**src/rtl/game_level_fsm.sv**
```systemverilog
// Top-level game-flow controller: sequences START/PLAY/PAUSED/TRANSITION/INTERLUDE/VICTORY/DEATH,
// tracks level and remaining enemies, and drives screen selects, respawn/timer pulses and enemy speed.
module game_level_fsm #(
    parameter int NUM_LEVELS        = 2,
    parameter int ENEMIES_PER_LEVEL = 2,
    parameter int BASE_SPEED        = 120,
    parameter int SPEED_STEP        = 120,
    parameter int INTERLUDE_TICKS   = 120,
    parameter int VICTORY_TICKS     = 120
) (
    input  logic        clk,
    input  logic        resetN,
    input  logic        playerTrigger,
    input  logic        pauseToggle,
    input  logic [2:0]  currLife,
    input  logic        timeExpired,
    input  logic [2:0]  shotEnemyCollision,
    input  logic        slowClk,
    input  logic        transitionDone,
    output logic [2:0]  currentGameState,
    output logic [3:0]  level,
    output logic [2:0]  enemies_left,
    output logic [10:0] curEnemySpeed,
    output logic        pause,
    output logic        start_screen,
    output logic        transition_screen,
    output logic        death_screen,
    output logic        victory_screen,
    output logic        newLevel,
    output logic        requestTime
);

    typedef enum logic [2:0] {
        ST_START      = 3'd0,
        ST_PLAY       = 3'd1,
        ST_INTERLUDE  = 3'd2,
        ST_TRANSITION = 3'd3,
        ST_VICTORY    = 3'd4,
        ST_DEATH      = 3'd5,
        ST_PAUSED     = 3'd6
    } state_t;

    localparam logic [2:0]  EPL        = 3'(ENEMIES_PER_LEVEL);
    localparam logic [3:0]  LAST_LEVEL = 4'(NUM_LEVELS - 1);
    localparam logic [15:0] INT_TICKS  = 16'(INTERLUDE_TICKS);
    localparam logic [15:0] VIC_TICKS  = 16'(VICTORY_TICKS);

    function automatic logic [2:0] popcount3(input logic [2:0] v);
        return {2'b00, v[0]} + {2'b00, v[1]} + {2'b00, v[2]};
    endfunction

    // Wide sum so large parameters saturate instead of wrapping.
    function automatic logic [10:0] speed_of(input logic [3:0] lvl);
        logic [31:0] s;
        s = 32'(BASE_SPEED) + 32'(lvl) * 32'(SPEED_STEP);
        if (s > 32'd2047) begin
            return 11'd2047;
        end else begin
            return s[10:0];
        end
    endfunction

    state_t      state_r, state_s;
    logic [3:0]  level_r, level_s;
    logic [2:0]  enemies_r, enemies_s;
    logic [15:0] cnt_r, cnt_s;
    logic        trig_q_r;
    logic        trig_rise_s, dead_s, pulse_s;
    logic [2:0]  kills_s;
    logic        new_level_r, request_time_r, pause_r;
    logic        start_screen_r, transition_screen_r, death_screen_r, victory_screen_r;
    logic [10:0] speed_r;

    assign trig_rise_s = playerTrigger & ~trig_q_r;
    assign dead_s      = (currLife == 3'd0) | timeExpired;
    assign kills_s     = popcount3(shotEnemyCollision);

    // Next-state, level, enemy count and tick counter.
    always_comb begin
        state_s   = state_r;
        level_s   = level_r;
        enemies_s = enemies_r;
        cnt_s     = cnt_r;
        case (state_r)
            ST_START: begin
                level_s   = 4'd0;
                enemies_s = EPL;
                if (trig_rise_s) begin
                    state_s = ST_PLAY;
                end else begin
                    state_s = ST_START;
                end
            end
            ST_PLAY: begin
                if (kills_s >= enemies_r) begin
                    enemies_s = 3'd0;
                    if (level_r == LAST_LEVEL) begin
                        state_s = ST_VICTORY;
                        cnt_s   = VIC_TICKS;
                    end else begin
                        state_s = ST_TRANSITION;
                    end
                end else if (dead_s) begin
                    state_s   = ST_DEATH;
                    enemies_s = enemies_r - kills_s;
                end else if (pauseToggle) begin
                    state_s = ST_PAUSED;
                end else begin
                    enemies_s = enemies_r - kills_s;
                end
            end
            ST_PAUSED: begin
                if (pauseToggle) begin
                    state_s = ST_PLAY;
                end else begin
                    state_s = ST_PAUSED;
                end
            end
            ST_TRANSITION: begin
                if (transitionDone) begin
                    state_s = ST_INTERLUDE;
                    level_s = level_r + 4'd1;
                    cnt_s   = INT_TICKS;
                end else begin
                    state_s = ST_TRANSITION;
                end
            end
            ST_INTERLUDE: begin
                if (slowClk) begin
                    // A zero count is also accepted so a corrupted counter cannot stall here.
                    if (cnt_r <= 16'd1) begin
                        state_s   = ST_PLAY;
                        enemies_s = EPL;
                        cnt_s     = 16'd0;
                    end else begin
                        cnt_s = cnt_r - 16'd1;
                    end
                end else begin
                    cnt_s = cnt_r;
                end
            end
            ST_VICTORY: begin
                if (trig_rise_s && (cnt_r == 16'd0)) begin
                    state_s = ST_START;
                end else if (slowClk && (cnt_r != 16'd0)) begin
                    cnt_s = cnt_r - 16'd1;
                end else begin
                    cnt_s = cnt_r;
                end
            end
            ST_DEATH: begin
                if (trig_rise_s) begin
                    state_s = ST_START;
                end else begin
                    state_s = ST_DEATH;
                end
            end
            default: begin
                state_s = ST_START;
            end
        endcase
        pulse_s = ((state_r == ST_START) || (state_r == ST_INTERLUDE)) && (state_s == ST_PLAY);
    end

    // State, counters and registered outputs; outputs decode the next state so they align with state_r.
    always_ff @(posedge clk or negedge resetN) begin
        if (!resetN) begin
            state_r             <= ST_START;
            level_r             <= 4'd0;
            enemies_r           <= EPL;
            cnt_r               <= 16'd0;
            trig_q_r            <= 1'b0;
            new_level_r         <= 1'b0;
            request_time_r      <= 1'b0;
            pause_r             <= 1'b1;
            start_screen_r      <= 1'b1;
            transition_screen_r <= 1'b0;
            death_screen_r      <= 1'b0;
            victory_screen_r    <= 1'b0;
            speed_r             <= speed_of(4'd0);
        end else begin
            state_r             <= state_s;
            level_r             <= level_s;
            enemies_r           <= enemies_s;
            cnt_r               <= cnt_s;
            trig_q_r            <= playerTrigger;
            new_level_r         <= pulse_s;
            request_time_r      <= pulse_s;
            pause_r             <= (state_s != ST_PLAY);
            start_screen_r      <= (state_s == ST_START);
            transition_screen_r <= (state_s == ST_TRANSITION);
            death_screen_r      <= (state_s == ST_DEATH);
            victory_screen_r    <= (state_s == ST_VICTORY);
            speed_r             <= speed_of(level_s);
        end
    end

    assign currentGameState  = state_r;
    assign level             = level_r;
    assign enemies_left      = enemies_r;
    assign curEnemySpeed     = speed_r;
    assign pause             = pause_r;
    assign start_screen      = start_screen_r;
    assign transition_screen = transition_screen_r;
    assign death_screen      = death_screen_r;
    assign victory_screen    = victory_screen_r;
    assign newLevel          = new_level_r;
    assign requestTime       = request_time_r;

endmodule
```
**config.mk**
```make
export PLATFORM = sky130hd
export DESIGN_NAME = game_level_fsm
export DESIGN_NICKNAME = d
export VERILOG_FILES = /design/src/rtl/game_level_fsm.sv
export SDC_FILE = /design/constraint.sdc
export NUM_CORES = 1
export LEC_CHECK = 0
export ABC_CLOCK_PERIOD_IN_PS = 4800
export CORE_UTILIZATION = 25
export CTS_CLUSTER_DIAMETER = 100
export DETAILED_ROUTE_END_ITERATION = 6
export SETUP_SLACK_MARGIN = 0.05
export SLEW_MARGIN = 20
export SYNTH_ARGS = -nofsm -noshare
export SYNTH_HDL_FRONTEND = slang
export SYNTH_SLANG_ARGS = --single-unit
```
**constraint.sdc**
```tcl
create_clock -name clk -period 4.8 [get_ports clk]
set_input_delay 0.72 -clock clk [delete_from_list [all_inputs] [get_ports clk]]
set_output_delay 0.72 -clock clk [all_outputs]
set_load 0.03 [all_outputs]
```
Yosys cells after proc, flatten, opt, wreduce, memory -nomap -nowiden --
Index checks and enable logic that the tools add are counted.
Word-level totals: output and inout bits 28, logic and storage cells 87, flip-flop bits (word level) 44, input bits 13
Operators by class: bitwise gates (word level) 3, $add $sub $neg 6, $lt $le $gt $ge 3, reduce and logical (&&, ||, !) cells 13, equality and inequality tests 20, multiplexer cells 29, multiply operators 1
Operator list (number):
- 16-bit two-way mux | 7
- 16-bit one-hot mux with 4 select lines | 1
- 3-bit two-way mux | 14
- 3-bit one-hot mux with 7 select lines | 1
- 16-bit by 1-bit <= comparator with 1-bit output, second input constant | 1
- 16-bit logical NOT | 1
- 16-bit nonzero test | 1
- 16-bit by 1-bit subtractor with 16-bit output, second input constant | 1
- 3-bit == test, second input constant | 5
- 2-bit inequality test, second input constant | 7
- 7-bit by 11-bit adder with 12-bit output, first input constant | 1
- 12-bit by 11-bit > comparator with 1-bit output, second input constant | 1
- 11-bit two-way mux | 1
- 3-bit by 2-bit == test with 1-bit output, second input constant | 3
- 3-bit logical NOT | 3
- 3-bit one-hot mux with 3 select lines | 1
- 4-bit by 4-bit multiplier with 8-bit output, second input constant | 1
- 4-bit one-hot mux with 2 select lines | 1
- 7-bit AND reduction | 1
- 3-bit by 1-bit == test with 1-bit output, second input constant | 2
- 4-bit by 1-bit adder with 4-bit output, second input constant | 1
- 4-bit by 1-bit == test with 1-bit output, second input constant | 1
- 4-bit two-way mux | 1
- 4-bit inequality test, second input constant | 1
- 14 further kinds | 17

Longest topological paths before layout --
Gate-level depths: netlist of the first run.
word-level depth 7, gate-level depth with buffers 18, gate-level depth less buffers 17

Worst setup path before layout of the first run --
Ideal clock, no wire load.
path type register to register, from register state_r[1] (netlist: currentGameState[1]), to register speed_r[7] (netlist: curEnemySpeed[7]), clock period less this slack 4.325 ns, arrival time 4.197 ns, setup time 0.127 ns, path buffers 2, stages on the path, launching flop included 17, required time 4.673 ns, slack 0.475 ns, cells stage by stage dfrtp_1 buf_2 buf_1 nand3_1 a21oi_1 o21ai_0 inv_1 fa_1 inv_1 fa_1 ha_1 a21o_1 a21oi_1 mux2i_1 o2111ai_1 nand4_1 nand2_1
Between the ends: longest elaborated chain between the ends 6, elaborated cells on any way between the ends 7, classes of those cells add/sub: 1; mul: 1; order compare: 1; eq/ne: 1; mux: 2; reduce/logical: 1
RTL lines:
- from (decl) | RTL line 63 | state_t state_r, state_s;
- from (signal assigned) | RTL line 182 | state_r <= state_s;
- 3-bit by 2-bit == test with 1-bit output or 3-bit logical NOT (tied branches) | RTL line 84 | case (state_r)
- 4-bit one-hot mux with 2 select lines (*) | RTL line 84
- net level_s[2] | RTL line 64 | logic [3:0] level_r, level_s;
- 4-bit by 4-bit multiplier with 8-bit output (*) | RTL line 55 | s = 32'(BASE_SPEED) + 32'(lvl) * 32'(SPEED_STEP);
- 7-bit by 11-bit adder with 12-bit output (*) | RTL line 55
- 12-bit by 11-bit > comparator with 1-bit output | RTL line 56 | if (s > 32'd2047) begin
- 11-bit two-way mux (*) | RTL line 56
- to (signal assigned) | RTL line 180 | speed_r <= speed_of(4'd0);
- to (signal assigned) | RTL line 194 | speed_r <= speed_of(level_s);
- to (decl) | RTL line 72 | logic [10:0] speed_r;
Mark *: on every way through the listed nets, which the timed path passes. The rest lies on a longest branch. A chain may end at the register's enable or synchronous reset.

Final worst setup path of the first run --
from input port transitionDone, to register speed_r[4] (netlist: curEnemySpeed[4])
Between the ends: longest elaborated chain between the ends 6
RTL lines:
- from (decl) | RTL line 19 | input logic transitionDone,
- 4-bit two-way mux (*) | RTL line 120 | if (transitionDone) begin
- 4-bit one-hot mux with 2 select lines (*) | RTL line 84
- net level_s[0] | RTL line 64
- 4-bit by 4-bit multiplier with 8-bit output (*) | RTL line 55
- 7-bit by 11-bit adder with 12-bit output (*) | RTL line 55
- 12-bit by 11-bit > comparator with 1-bit output | RTL line 56
- 11-bit two-way mux (*) | RTL line 56
Marked as above.

==> qor.csv, run 1 <==
stage,metric,value,unit
status,status,"finished, violations left",
status,violations,DRC,
synthesis,synthDistinctLibCells,68,
synthesis,synthArstFlopShare,1.000,
floorplanning,die_y,111.8,um
timing,fmax,233.8,MHz
synthesis,ys_warn_count,0,
synthesis,synth.avg_cell_area,9.274,um2
critical_path,reg2reg_depth,16,
place,gp_congestion,0.8363,
floorplanning,die_area,12500,um2
timing,rsz0062_at_grt,false,
power_and_ir_drop,peakVddDrop,0.0002435,V
layout,drive_above_1_share,0.1093,
min_path,min_path_type,in2async,
timing,fin_crit_sh,0.8910,
power_and_ir_drop,pwr-share-seq,0.242,
power_and_ir_drop,p_int,0.001298,W
critical_path,end_kind,flip-flop,
critical_path,cp_top_family,simple AND/OR/NAND/NOR gates,
layout,fillerInstances,1180,
global_route,grt_use_total,0.1237,
critical_path,crit_type,in2reg,
global_route,grt_pass1_vias,2581,
timing,finalSetupViolCount,0,
synthesis,yosys-top-cells-area,"dfrtp_1 (29%), ha_1 (7.5%), dfstp_2 (6.1%)",
drt,drc_errors,1,
synthesis,synth_top_area_cell,dfrtp_1,
power_and_ir_drop,clkPwrFrac,0.162,
floorplanning,start_util,0.2606,
power_and_ir_drop,leakage,1.575,nW
layout,finalNetCount,403,
clocking,path_clk_slew,70,ps
synthesis,yosys.area.top_type_share,0.2906,
global_route,grt_start_max_net_pins,43,
timing,maxSlewHeadroom,0.4232,
synthesis,netlist_instances,325,
drt,antenna_left,0,
clocking,clock-sinks,42,
critical_path,path_buf_inv,3,
clocking,clk_latency,290,ps
critical_path,cp_cell_sequence,"clkdlybuf4s50_1, nor4bb_1, o21ai_0, o21ai_1, inv_1, fa_1, inv_1, fa_1, ha_1, a21o_1, a21oi_2, or4b_1, nand4_1, nand4_1, nand2_1",
power_and_ir_drop,swShare,0.4566,
power_and_ir_drop,cellPowerDensity,641.6,nW/um2
critical_path,crit_slowest_cell,clkdlybuf4s50_1,
layout,mostFrequentLayoutCell,clkdlybuf4s50_1,
synthesis,syn_area,3014,um2
timing,setup-tns-final,0,ps
floorplanning,core,11560,um2
timing,clock-skew-final,8.269,ps
flow_run,maxCapViolCount,0,
drt,vias,2492,
global_route,grt_pass1_wl,12.43,mm
critical_path,start_kind,input port,
power_and_ir_drop,comb_power_share,0.595,
timing,finalHoldViolations,0,
drt,dr.pass1.iters,7,
layout,final_cell_mix,"clkdlybuf4s50_1 (39), dfrtp_1 (35), inv_1 (28), nand2_1 (25), nor2_1 (20)",
drt,via_per_inst,4.896,
critical_path,max_stage_delay,630,ps
synthesis,synth-seq-area-share,0.3516,
place,portBuffers,40,
timing,min_period,4277,ps
critical_path,cp.arrival,4500,ps
clocking,numCtsBuffers,5,
synthesis,synthFlopType,dfrtp_1,
synthesis,synth_seq_cells,42,
drt,drt_wl_total,7.064,mm
critical_path,cp.required,5020,ps
drt,drt_iter0_markers,134,
clocking,cts_max_level,2,
floorplanning,io_pins,41,
layout,area_growth,23.50,%
place,dp.final_hpwl,5.396,mm
global_route,antenna_found_initial,0,
power_and_ir_drop,switching_power,0.001090,W
synthesis,synthesis.nets,363,
timing,tightest_slew,862.1,ps
drt,avgRoutedWirePerCell,13.88,um
power_and_ir_drop,p_total,0.002388,W
floorplanning,rows,39,
critical_path,cp.depth,15,
clocking,cts_tree,yes,
layout,antenna_cells,0,
critical_path,reg2reg_slack,830,ps
clocking,clockBufferDepth,2,
critical_path,crit_fanout,8,
timing,report.final.slew_viol_count,0,
global_route,grt-ovfl-total,0,
floorplanning,fp.dieW,111.8,um
synthesis,synth_edf_count,0,
clocking,root_buffer,clkbuf_16,
## worst reg2reg max path: cells and delay by family, from the launching register on
kind / cells / cell delay (ps)
buffers and inverters: 2 / 210
adders and majority gates: 3 / 1310
AOI/OAI and AO/OA: 4 / 410
and+or+nand+nor: 7 / 1610
DFF: 1 / 380
## logic make-up after synthesis
group,count (synthesis),synth area share
buffers and inverters,42,0.06517
multiplexers,4,0.01453
XOR/XNOR,5,0.01453
flip-flops,42,0.3516
AO/OA/AOI/OAI,82,0.1905
adder cells (fa/ha/maj),25,0.1212
AND/OR/NAND/NOR,125,0.2424
## path summary, 6_finish.rpt
check / from / endpoint
hold reg to reg: cnt_r[15] / cnt_r[15]
min in group clk: cnt_r[15] / cnt_r[15]
setup / recovery: transitionDone / curEnemySpeed[4]
max in group asynchronous: resetN / curEnemySpeed[4]
setup reg to reg: currentGameState[2] / curEnemySpeed[4]
hold / removal: resetN / trig_q_r
## sequential cells by signal, summed over array words and instances, names as in the netlist, 3 cells and up
name / flops
level: 4
enemies_left: 3
currentGameState: 3
curEnemySpeed: 9
cnt_r: 16
## routing by layer
metal	track usage	vias to the layer above	routed length, um
li1	-	1239	-
met1	0.1548	1197	3212
met2	0.2116	44	3530
met3	0.02286	12	213
met4	0.04595	0	108
met5	0	-	0
## per-stage QoR
step	hold slack [ps]	setup slack, ps	instance area (um2)	instances	util
detailed placement	525.9	128.7	3550	501	0.3069
global placement	514.5	251.0	3550	501	0.3069
CTS	534.2	419.3	3716	509	0.3213
finish	410.6	523.3	3722	509	0.3219
global route	468.0	191.2	3722	509	0.3219
floorplan	424.4	475.5	3014	325	-
## power by group through the flow
stage	combinational [W]	clock (W)	sequential, W
CTS	0.00143	0.000396	0.000582
finish	0.00142	0.000387	0.000579
global route	0.00159	0.000414	0.000596
floorplan	0.000942	0	0.000695
global placement	0.00140	0	0.000582
detailed placement	0.00142	0	0.000587
## synthesized netlist by cell type (7+ instances only)
master	count
dfrtp_1	35
inv_1	28
nand2_1	25
nor2_1	20
o21ai_0	19
ha_1	18
nor3_1	18
o21ai_1	13
a21oi_1	10
nand2b_1	10
dfstp_2	7
fa_1	7
nor2b_1	7
## layout make-up
cell class,instances,area [um2],share of cell area
well taps,143,178.9,0.04807
flip-flops and latches,42,1060,0.2847
clock inverters,2,37.54,0.01008
clock buffers,6,128.9,0.03462
multi-input cells,241,1762,0.4733
repair buffers,47,450.4,0.1210
inverters,28,105.1,0.02824
## repair_timing
action                     4_1_cts  5_1_grt
setup endpoints to repair        0        5
hold buffers                     0        0
buffers inserted                 0        0
resized for setup                0        1
(Power assumes the default switching activity.)
==> inputs of run 2 (changes only) <==
--- a/config.mk
+++ b/config.mk
@@ -9,6 +9,9 @@
 export CORE_UTILIZATION = 25
 export CTS_CLUSTER_DIAMETER = 100
 export DETAILED_ROUTE_END_ITERATION = 6
+export GPL_TIMING_DRIVEN = 0
+export MAX_ROUTING_LAYER = met4
+export REMOVE_ABC_BUFFERS = 1
 export SETUP_SLACK_MARGIN = 0.05
 export SLEW_MARGIN = 20
 export SYNTH_ARGS = -nofsm -noshare
==> run 2 against run 1 <==
The flow still finishes with violations (DRC). Sequential share of layout area up 0.34 points. Total power fell by 3.6%. Wire length is 4.1% lower. Combinational power decreased by 6%. Utilization decreased by 0.35 points. Critical path type is now reg2reg.
==> qor.csv, run 2 (synthesized netlist as in run 1, its figures left out) <==
stage,metric,value,unit,change
drt,drc_errors,1,,unchanged
global_route,grt-ovfl-total,0,,unchanged
global_route,grt_pass1_vias,2535,,-1.8%
layout,largest_register,cnt_r,,
drt,via_per_inst,5.012,,+2.4%
clocking,root_buffer,clkbuf_16,,
timing,rsz0062_at_grt,false,,
drt,vias,2521,,+1.2%
place,placed_cells,495,,-1.2%
critical_path,r2r-start,currentGameState[0],,
clocking,path_clk_slew,70,ps,about the same
timing,finalHoldViolations,0,,unchanged
critical_path,crit_start,currentGameState[0],,
global_route,grt_use_total,0.1207,,-0.003053
clocking,clk_latency,280,ps,about the same
layout,area_growth,22.17,%,
critical_path,cp.required,4960,ps,-60 ps
place,placed_area,3517,um2,-0.92%
critical_path,crit_fanout,22,,+14
place,dp.final_hpwl,5.128,mm,-5.0%
clocking,cts_max_level,2,,unchanged
floorplanning,fp.dieW,111.8,um,unchanged
drt,drt_wl_total,6.773,mm,-4.1%
layout,finalNetCount,397,,-1.5%
layout,mostFrequentLayoutCell,clkdlybuf4s50_1,,
layout,drive_above_1_share,0.1111,,+0.001821
drt,dr.pass1.iters,6,,-1
timing,fmax,232.5,MHz,-0.55%
global_route,grt_pass1_wl,12.00,mm,-3.4%
drt,avgRoutedWirePerCell,13.47,um,-3.0%
drt,antenna_left,0,,unchanged
layout,antenna_cells,0,,unchanged
power_and_ir_drop,leakage,1.558,nW,-1.1%
clocking,clockBufferDepth,2,,unchanged
floorplanning,die_y,111.8,um,unchanged
status,violations,DRC,,
timing,maxSlewHeadroom,0.4349,,+0.01175
critical_path,crit_type,reg2reg,,
layout,finalNonFillerCells,503,,-1.2%
timing,min_period,4300,ps,+23.62 ps
timing,finalSetupViolCount,0,,unchanged
floorplanning,die_area,12500,um2,unchanged
timing,tightest_slew,844.5,ps,-17.56 ps
layout,largest_reg_flops,16,,unchanged
clocking,cts_tree,yes,,
floorplanning,io_pins,41,,unchanged
floorplanning,start_util,0.2606,,unchanged
global_route,antenna_found_initial,0,,unchanged
status,status,"finished, violations left",,
power_and_ir_drop,cellPowerDensity,625.5,nW/um2,-2.5%
critical_path,start_kind,flip-flop,,
floorplanning,core,11560,um2,unchanged
global_route,grt_start_max_net_pins,30,,-30%
min_path,min_path_type,in2async,,
power_and_ir_drop,p_total,0.002303,W,-3.6%
critical_path,reg2reg_slack,500,ps,-330 ps
timing,fin_crit_sh,0.8959,,+0.004920
power_and_ir_drop,peakVddDrop,0.0001821,V,-25%
clocking,numCtsBuffers,5,,unchanged
place,gp_congestion,0.7999,,-4.4%
place,portBuffers,40,,unchanged
floorplanning,rows,39,,unchanged
flow_run,maxCapViolCount,0,,unchanged
timing,report.final.slew_viol_count,0,,unchanged
layout,finalInstanceArea,3682,um2,-1.1%
drt,drt_iter0_markers,120,,-10%
timing,clock-skew-final,9.616,ps,+1.346 ps
critical_path,cp.arrival,4460,ps,-40 ps
critical_path,end_kind,flip-flop,,
clocking,clock-sinks,42,,unchanged
layout,final_cell_mix,"clkdlybuf4s50_1 (38), dfrtp_1 (34), inv_1 (28), nand2_1 (25), nor2_1 (20)",,
run 2: cell count changes in the layout (fill, tap and decap cells not counted), moves of 2 or more:
cell	previous run	this run
o21ai_0	19	17
o21ai_2	0	3
buf_4	8	0
clkinv_2	0	2
run 2: layout make-up:
type | count | area, um2
timing repair buffer | 41 | 417.9
tap | 143 | 178.9
sequential | 42 | 1061
clock inverter | 3 | 18.77
clock buffer | 5 | 125.1
multi-input combinational | 241 | 1775
fill | 1186 | 7883
inverter | 28 | 105.1
run 2: metal layers:
layer,vias up,global-route usage,share of wire
li1,1235,-,-
met1,1253,0.1436,0.45
met2,31,0.2112,0.52
met3,2,0.01851,0.025
met4,0,0.03243,0.0021
met5,-,-,0
run 2: repair_timing:
action	in CTS	in global routing
gates cloned	0	0
setup buffers	0	0
endpoints found under the hold margin	0	0
hold buffers	0	0
setup endpoints to repair	7	7
gates resized for setup	6	3
run 2: critical path, cell delays in order (launching register included):
cell	delay, ps
dfrtp_2	590
nor2b_2	320
nand4_1	110
o21ai_0	90
nand2_1	100
o21ai_2	200
inv_1	190
fa_1	560
inv_1	60
fa_1	470
ha_1	300
a21o_1	170
a21oi_2	270
mux2i_1	220
o2111ai_1	210
nand4_1	240
nand2_1	70
run 2: where the power goes:
group	total [W]	internal (W)	switching, W
sequential	0.000633	0.000480	0.000153
clock	0.000333	0.000193	0.000141
combinational	0.00134	0.000549	0.000788
run 2: worst paths after layout:
| kind | to | cells after the start |
|---|---|---|
| min | cnt_r[13] | 1 |
| max | curEnemySpeed[7] | 16 |
| min reg2reg | cnt_r[15] | 1 |
| min in group clk | cnt_r[15] | 1 |
| max reg2reg | curEnemySpeed[7] | 16 |
| max in group asynchronous | pause | 2 |
run 2: per-stage QoR:
step	utilization	setup WS, ps	hold slack (ps)	setup TNS, ps
after CTS	0.3176	128.7	345.5	0
after floorplan	-	408.1	424.4	0
final	0.3184	499.7	337.3	0
after detailed placement	0.3041	-690.8	508.9	-4658
after global routing	0.3184	73.60	355.1	0
after global placement	0.3028	-546.2	512.7	-3649
